==> src/rtl/lenet_weight_layer_scheduler.sv <==
// Steps the LeNet abs/sign weight readers through layers 1->2->3, checking beat count, lockstep and start latency.
// Latency: every output is registered, so it reflects the state one cycle after the inputs that caused it.
// Backpressure: a layer starts only when act_ready is high in ARM. LAYER_WATCHDOG_EN adds a per-layer cycle watchdog.
module lenet_weight_layer_scheduler #(
    parameter int LAYER_1_BEATS     = 14700,
    parameter int LAYER_2_BEATS     = 1900,
    parameter int LAYER_3_BEATS     = 70,
    parameter int START_LATENCY_MAX = 8,
    parameter int GAP_CYCLES        = 4,
    parameter int TIMEOUT_CYCLES    = 65535
) (
    input  logic       clk,
    input  logic       rst_n,
    input  logic       inf_start,
    input  logic       act_ready,
    input  logic       abs_valid,
    input  logic       sign_valid,
    output logic [2:0] layer,
    output logic       integration_start,
    output logic       idle,
    output logic       layer_done,
    output logic       inf_done,
    output logic       beat_err,
    output logic       sync_err,
    output logic       start_err,
    output logic       timeout_err
);

    localparam int BW = $clog2(LAYER_1_BEATS + 1);
    localparam int LW = $clog2(START_LATENCY_MAX + 1);
    localparam int GW = $clog2(GAP_CYCLES + 1);

    localparam logic [BW-1:0] EXP1     = BW'(LAYER_1_BEATS);
    localparam logic [BW-1:0] EXP2     = BW'(LAYER_2_BEATS);
    localparam logic [BW-1:0] EXP3     = BW'(LAYER_3_BEATS);
    localparam logic [LW-1:0] LAT_LAST = LW'(START_LATENCY_MAX - 1);
    localparam logic [GW-1:0] GAP_LAST = GW'(GAP_CYCLES - 1);

    localparam logic [2:0] S_IDLE   = 3'd0;
    localparam logic [2:0] S_ARM    = 3'd1;
    localparam logic [2:0] S_START  = 3'd2;
    localparam logic [2:0] S_WAIT   = 3'd3;
    localparam logic [2:0] S_STREAM = 3'd4;
    localparam logic [2:0] S_GAP    = 3'd5;

    logic [2:0]    state_q, state_d;
    logic [2:0]    cur_q, cur_d;
    logic [BW-1:0] beat_q, beat_d;
    logic [LW-1:0] lat_q, lat_d;
    logic [GW-1:0] gap_q, gap_d;
    logic [2:0]    layer_q, layer_d;
    logic          istart_q, istart_d;
    logic          idle_q, idle_d;
    logic          ldone_q, ldone_d;
    logic          idone_q, idone_d;
    logic          beat_err_q, beat_err_d;
    logic          sync_err_q, sync_err_d;
    logic          start_err_q, start_err_d;

`ifdef LAYER_WATCHDOG_EN
    localparam int WW = $clog2(TIMEOUT_CYCLES + 1);
    localparam logic [WW-1:0] WD_LAST = WW'(TIMEOUT_CYCLES - 1);
    logic [WW-1:0] wd_q, wd_d;
    logic          tmo_q, tmo_d;
`endif

    logic [BW-1:0] exp_beats;
    logic [BW-1:0] beat_inc;
    logic          any_vld;

    always_comb begin
        exp_beats = EXP3;
        if (cur_q[0]) begin
            exp_beats = EXP1;
        end else if (cur_q[1]) begin
            exp_beats = EXP2;
        end
    end

    // Saturate so a runaway reader cannot wrap back onto the expected count.
    assign beat_inc = (&beat_q) ? beat_q : beat_q + BW'(1);
    assign any_vld  = abs_valid | sign_valid;

    always_comb begin
        state_d     = state_q;
        cur_d       = cur_q;
        beat_d      = beat_q;
        lat_d       = lat_q;
        gap_d       = gap_q;
        layer_d     = layer_q;
        istart_d    = 1'b0;
        ldone_d     = 1'b0;
        idone_d     = 1'b0;
        beat_err_d  = beat_err_q;
        sync_err_d  = sync_err_q;
        start_err_d = start_err_q;
`ifdef LAYER_WATCHDOG_EN
        wd_d        = wd_q;
        tmo_d       = tmo_q;
`endif

        case (state_q)
            S_IDLE: begin
                if (inf_start) begin
                    state_d     = S_ARM;
                    cur_d       = 3'b001;
                    layer_d     = 3'b001;
                    beat_err_d  = 1'b0;
                    sync_err_d  = 1'b0;
                    start_err_d = 1'b0;
`ifdef LAYER_WATCHDOG_EN
                    tmo_d       = 1'b0;
`endif
                end
            end
            S_ARM: begin
                if (act_ready) begin
                    state_d  = S_START;
                    istart_d = 1'b1;
                    beat_d   = '0;
                    lat_d    = '0;
`ifdef LAYER_WATCHDOG_EN
                    wd_d     = '0;
`endif
                end
            end
            S_START: begin
                state_d = S_WAIT;
            end
            S_WAIT: begin
                if (any_vld) begin
                    state_d = S_STREAM;
                    if (abs_valid) begin
                        beat_d = beat_inc;
                    end
                end else if (lat_q == LAT_LAST) begin
                    start_err_d = 1'b1;
                    ldone_d     = 1'b1;
                    layer_d     = 3'b000;
                    gap_d       = '0;
                    state_d     = S_GAP;
                end else begin
                    lat_d = lat_q + LW'(1);
                end
            end
            S_STREAM: begin
                if (!any_vld) begin
                    if (beat_q != exp_beats) begin
                        beat_err_d = 1'b1;
                    end
                    ldone_d = 1'b1;
                    layer_d = 3'b000;
                    gap_d   = '0;
                    state_d = S_GAP;
                end else if (abs_valid) begin
                    beat_d = beat_inc;
                end
            end
            S_GAP: begin
                if (gap_q == GAP_LAST) begin
                    if (cur_q == 3'b100) begin
                        idone_d = 1'b1;
                        state_d = S_IDLE;
                    end else begin
                        cur_d   = {cur_q[1:0], 1'b0};
                        layer_d = {cur_q[1:0], 1'b0};
                        state_d = S_ARM;
                    end
                end else begin
                    gap_d = gap_q + GW'(1);
                end
            end
            default: begin
                state_d = S_IDLE;
                layer_d = 3'b000;
            end
        endcase

        if ((state_q == S_WAIT || state_q == S_STREAM) && (abs_valid != sign_valid)) begin
            sync_err_d = 1'b1;
        end

`ifdef LAYER_WATCHDOG_EN
        // The watchdog wins over any layer-end decision made in the same cycle.
        if (state_q == S_START || state_q == S_WAIT || state_q == S_STREAM) begin
            if (wd_q == WD_LAST) begin
                tmo_d   = 1'b1;
                ldone_d = 1'b1;
                idone_d = 1'b0;
                layer_d = 3'b000;
                state_d = S_IDLE;
            end else begin
                wd_d = wd_q + WW'(1);
            end
        end
`endif

        idle_d = (state_d == S_IDLE);
    end

    always_ff @(posedge clk or negedge rst_n) begin
        if (!rst_n) begin
            state_q     <= S_IDLE;
            cur_q       <= 3'b001;
            beat_q      <= '0;
            lat_q       <= '0;
            gap_q       <= '0;
            layer_q     <= 3'b000;
            istart_q    <= 1'b0;
            idle_q      <= 1'b1;
            ldone_q     <= 1'b0;
            idone_q     <= 1'b0;
            beat_err_q  <= 1'b0;
            sync_err_q  <= 1'b0;
            start_err_q <= 1'b0;
`ifdef LAYER_WATCHDOG_EN
            wd_q        <= '0;
            tmo_q       <= 1'b0;
`endif
        end else begin
            state_q     <= state_d;
            cur_q       <= cur_d;
            beat_q      <= beat_d;
            lat_q       <= lat_d;
            gap_q       <= gap_d;
            layer_q     <= layer_d;
            istart_q    <= istart_d;
            idle_q      <= idle_d;
            ldone_q     <= ldone_d;
            idone_q     <= idone_d;
            beat_err_q  <= beat_err_d;
            sync_err_q  <= sync_err_d;
            start_err_q <= start_err_d;
`ifdef LAYER_WATCHDOG_EN
            wd_q        <= wd_d;
            tmo_q       <= tmo_d;
`endif
        end
    end

    assign layer             = layer_q;
    assign integration_start = istart_q;
    assign idle              = idle_q;
    assign layer_done        = ldone_q;
    assign inf_done          = idone_q;
    assign beat_err          = beat_err_q;
    assign sync_err          = sync_err_q;
    assign start_err         = start_err_q;
`ifdef LAYER_WATCHDOG_EN
    assign timeout_err       = tmo_q;
`else
    assign timeout_err       = 1'b0;
`endif

endmodule

==> config.mk <==
export PLATFORM = sky130hd
export DESIGN_NAME = lenet_weight_layer_scheduler
export DESIGN_NICKNAME = d
export VERILOG_FILES = /design/src/rtl/lenet_weight_layer_scheduler.sv
export SDC_FILE = /design/constraint.sdc
export NUM_CORES = 1
export LEC_CHECK = 0
export ABC_AREA = 1
export CAP_MARGIN = 15
export CORE_MARGIN = 2
export CORE_UTILIZATION = 50
export CTS_CLUSTER_SIZE = 24
export DETAILED_ROUTE_END_ITERATION = 16
export PLACE_DENSITY = 0.8
export SYNTH_ARGS = -nofsm -noshare
export SYNTH_HDL_FRONTEND = slang
export SYNTH_SLANG_ARGS = --single-unit
==> constraint.sdc <==
create_clock -name clk -period 1.8 [get_ports clk]
set_input_delay 0.36 -clock clk [delete_from_list [all_inputs] [get_ports clk]]
set_output_delay 0.36 -clock clk [all_outputs]
set_load 0.01 [all_outputs]
* Yosys cells after proc, flatten, opt, wreduce, memory -nomap -nowiden
Cells that the tools add are included.
Operators by class: eq/ne operators 23, mux-type cells 47, reductions and logical operators 23, add/sub/neg operators 3, bitwise logic cells 2
Operator list (count):
- 2-to-1 mux 14 bit | 5
- 2-to-1 mux 3 bit | 13
- one-hot mux 14 bit (2 select lines) | 1
- inequality test 2 bit, second input constant | 11
- one-hot mux 3 bit (6 select lines) | 1
- 2-to-1 mux 1 bit | 16
- AND reduction 4 bit | 4
- one-hot mux 3 bit (5 select lines) | 1
- adder 14 x 1 -> 14 bit, second input constant | 1
- inequality test 14 bit | 1
- AND reduction 14 bit | 1
- nonzero test 2 bit | 7
- 2-to-1 mux 4 bit | 3
- 2-to-1 mux 11 bit | 1
- AND reduction 5 bit | 2
- equality test 3 x 2 -> 1 bit, second input constant | 3
- equality test 3 bit, second input constant | 3
- one-hot mux 3 bit (3 select lines) | 1
- one-hot mux 4 bit (2 select lines) | 1
- AND reduction 7 bit | 1
- zero test 3 bit | 2
- one-hot mux 1 bit (2 select lines) | 3
- one-hot mux 3 bit (2 select lines) | 1
- adder 4 x 1 -> 4 bit, second input constant | 1
- 12 further kinds | 14
Word-level totals: logic and storage cells 111, input bits 6, register bits after elaboration 37, output and inout bits 11

* Longest topological paths before layout
word-level depth 6, gate-level depth with buffers 10, gate-level depth less buffers 10

* Worst setup path before layout
OpenSTA, ideal clock, no wires.
kind register -> register, from register beat_q[0], to register beat_q[5], period minus slack after synthesis 1.509 ns, cell stages (with the launch flop) 10, slack 0.291 ns, path buffers 1, data arrival time 1.392 ns, cell sequence dfrtp_1 > ha_1 > nand2_2 > nor2_2 > nand3_2 > o21ai_2 > nand2_2 > buf_2 > nand3_1 > nand2_1
Between the ends: cells in the longest elaborated chain, start to end 5
Ends and longest elaborated chain:
- start: declaration | RTL line 48 | logic [BW-1:0] beat_q, beat_d;
- start signal: assignment | RTL line 223 | beat_q <= beat_d;
- adder 14 x 1 -> 14 bit | RTL line 81 | assign beat_inc = (&beat_q) ? beat_q : beat_q + BW'(1);
- 2-to-1 mux 14 bit | RTL line 81
- 2-to-1 mux 14 bit | RTL line 133, 155
- 2-to-1 mux 14 bit | RTL line 147 | if (!any_vld) begin
- one-hot mux 14 bit (2 select lines) | RTL line 102 | case (state_q)
Parallel ways exist; a longest one is shown, timed or not. The select of a mux whose other input is x is not followed. A chain may end at the register's enable or synchronous reset.

* Worst setup path after layout
from register idle_q (netlist: idle), to output port idle
RTL lines:
- start: declaration | RTL line 53 | logic idle_q, idle_d;
- start signal: assignment | RTL line 228 | idle_q <= idle_d;
- end: declaration | RTL line 20 | output logic idle,
No word-level cell between the ends.

==> results.tsv <==
stage	metric	value	unit
status	failing checks	negative hold slack	
sta	Final setup viols	0	
sta	Achievable Freq	589	MHz
worst_setup_path	critical path endpoint category	output port	
pwr	PD cells	1270	mW/mm2
worst_setup_path	worst path cell trace	clkdlybuf4s50_1	
worst_setup_path	CP max stage delay	520	ps
sta	Final Hold Fails	1	
sta	final slew viol count	0	
yosys	post-synth net total	325	
cts	CTS max path bufs	2	
pwr	leakage	1.33	nW
cts	# clock sinks	37	
global_route	largest net degree at the start of global routing	20	
floorplan	Initial Utilization	51.4	%
yosys	Post-synth top cells	100 x nand2_1, 44 x nor2_1, 38 x inv_1	
worst_setup_path	reg-to-reg setup timing slack	170	ps
detailed_routing	Initial DRC Count	118	
cts	CTS H-tree lvls	2	
cts	post-CTS sizing	0	
yosys	largest cells by area after synthesis	dfrtp_1 40%, nand2_1 17%, nor2_1 7.5%	
detailed_routing	wire length per cell	12.2	um
pwr	Pwr Total	0.00331	W
final_layout	final instance area	0.00261	mm2
placed_design	GPL Wtd Cong	0.839	
global_route	vias in the first global route	1912	
yosys	synthesized area	0.00221	mm2
sta	Clock Skews	5.27	ps
placed_design	DP Area	0.00248	mm2
worst_setup_path	Crit path max-delay family	flip-flops	
yosys	cell count after synthesis	313	
cts	register clock-pin slew on the reported worst setup and hold paths	80	ps
floorplan	DIE AREA	0.00496	mm2
final_layout	antenna fix cells	0	
yosys	sequential share of the synthesized area	42.1	%
worst_setup_path	Setup CP Type	reg2out	
worst_setup_path	CP max-delay cell	dfstp_2	
yosys	most common cell in the netlist	nand2_1	
worst_setup_path	WP data arrival	1340	ps
final_layout	ratio of cells with drive above 1 in the final layout	11.1	%
final_layout	Area Growth Syn to Fin	18.3	%
cts	hold buffers post-CTS	0	
detailed_routing	Via Count	2011	
sta	crit path time final	1700	ps
worst_setup_path	Register-to-Register Path Depth	9	
yosys	Synthesis Warnings	0	
yosys	Synth top area share	39.7	%
sta	Final period util	94.4	%
sta	RSZ-0062 raised after global routing	false	
global_route	first-pass GRT wire length	8.33	mm
yosys	Avg Cell Area, Syn	7.05	um2
worst_setup_path	Worst Path Buf+Inv	1	
flow_run	max_cap viols	0	
yosys	cell taking the most area after synthesis	dfrtp_1	
pwr	Max IR drop VDD	0.687	mV
detailed_routing	DR pass1 iterations	4	
detailed_routing	vias per cell	5.12	
detailed_routing	Remaining DRCs	0	
worst_hold_path	HP Class	in2async	
yosys	Distinct cells, synth	31	
worst_setup_path	R2R Path End	beat_q[0]	
sta	final worst slack	101	ps
floorplan	Core Region	0.00429	mm2
cts	clock latency on the worst-skew pair	300	ps
cts	Post-CTS Setup Repair Bufs	0	
final_layout	# nets final	352	
worst_setup_path	CP Max Fanout	1	
sta	worst hold slack	-0.351	ps
floorplan	FP Rows	24	
cts	total CTS buffers	5	
floorplan	Die W	70.4	um
placed_design	PortBufs	15	
global_route	gr usage total	20.9	%
floorplan	Vert. Die Dim	70.4	um
yosys	Yosys reg bits	37	
detailed_routing	Post-DRT Antenna Nets	0	
status	outcome	finished, violations left	
floorplan	# IOs	17	
placed_design	DP HPWL	3.58	mm
yosys	Post-synth EDFFs	0	
yosys	ys flop type	dfrtp_1	
worst_setup_path	Worst Path Required	1440	ps
detailed_routing	final wirelength	4.80	mm
placed_design	Post-Place Worst Slack	-30.2	ps
cts	clk root buf	clkbuf_8	
yosys	async set-or-reset flop fraction in the synthesized netlist	100	%
global_route	total gr overflow	0	
worst_setup_path	startpoint types	flip-flop	
cts	CTS tree	built	
worst_setup_path	worst r2r src	beat_q[0]	
global_route	initial antenna violation count	0	
[report_power, final]
part | leakage, nW | switching, W | internal (W)
clock network | 0.0543 | 0.000327 | 0.000415
logic | 0.783 | 0.000892 | 0.000550
registers | 0.497 | 0.000121 | 0.00101
[flip-flops by register name (all words and copies together), names as in the netlist]
name,count
integration_start,1
state_q,3
layer_done,1
beat_q,14
cur_q,3
start_err,1
beat_err,1
gap_q,3
inf_done,1
idle,1
layer,3
sync_err,1
lat_q,4
[cell usage in the layout, fill, tap and decap left out, types with 2 or more instances in the layout]
| cell | instances |
|---|---|
| nand2_1 | 100 |
| nor2_1 | 44 |
| inv_1 | 38 |
| dfrtp_1 | 35 |
| nand3_1 | 27 |
| o21ai_0 | 14 |
| clkdlybuf4s50_1 | 14 |
| a21oi_1 | 9 |
| buf_4 | 8 |
| ha_1 | 6 |
| nor2_2 | 5 |
| clkbuf_8 | 5 |
| nor3_1 | 4 |
| nand2_2 | 3 |
| nand4_1 | 3 |
| inv_2 | 2 |
| o21ai_2 | 2 |
| dfstp_2 | 2 |
| buf_12 | 2 |
[worst register-to-register path: cells and delay by family, from the launching register on]
kind | cells | cell delay, ps
compound gates | 1 | 180
flops | 1 | 360
simple gates | 7 | 840
fa+ha+maj | 1 | 190
[through the flow]
stage                     setup TNS [ps]  utilization, %  cells  hold WS, ps
after floorplan                        0               -    313         64.4
after global placement                 0            57.8    385          322
after detailed placement           -51.4            57.8    385          329
after CTS                              0            60.5    393         10.3
after global routing                   0            60.8    393         40.1
final                                  0            60.8    393       -0.351
[final cells by class]
class	instances	area [um2]
inverters	40	150
well taps	52	65.1
flip-flops and latches	37	928
clock buffers	5	68.8
repair buffers	25	245
multi-input cells	231	1110
fillers	368	1680
clock inverters	3	46.3
[worst max-delay path by stage]
| stage | slack, ps | end | start | depth (start not counted) |
|---|---|---|---|---|
| 2_1_floorplan | 290 | beat_q[5] | beat_q[0] | 9 |
| 3_3_place_gp | 10 | beat_q[0] | abs_valid | 9 |
| 3_5_place_dp | -30 | beat_q[0] | abs_valid | 9 |
| 4_1_cts | 60 | beat_q[0] | beat_q[0] | 9 |
| 5_1_grt | 20 | beat_q[11] | beat_q[0] | 9 |
| 6_report | 100 | idle | idle | 1 |
[cell families (layout without fill, tap and decap cells)]
kind of cell             after synthesis  in the layout  synth area share, %
buffers and inverters                 45             73                 8.45
AO/OA/AOI/OAI                         31             31                 8.11
XOR/XNOR                               1              1                0.397
adder cells (fa/ha/maj)                6              6                 3.40
flip-flops                            37             37                 42.1
other                                  1              1                0.170
AND/OR/NAND/NOR                      192            192                 37.4
[layer usage]
layer  vias to the layer above  share of wire, %  GRT usage [%]
li1                       1031                 -              -
met1                       916                47           27.5
met2                        55                46           34.8
met3                         9               5.5           4.33
met4                         0               1.5           5.98
met5                         -                 0              0
(Power assumes the default switching activity.)
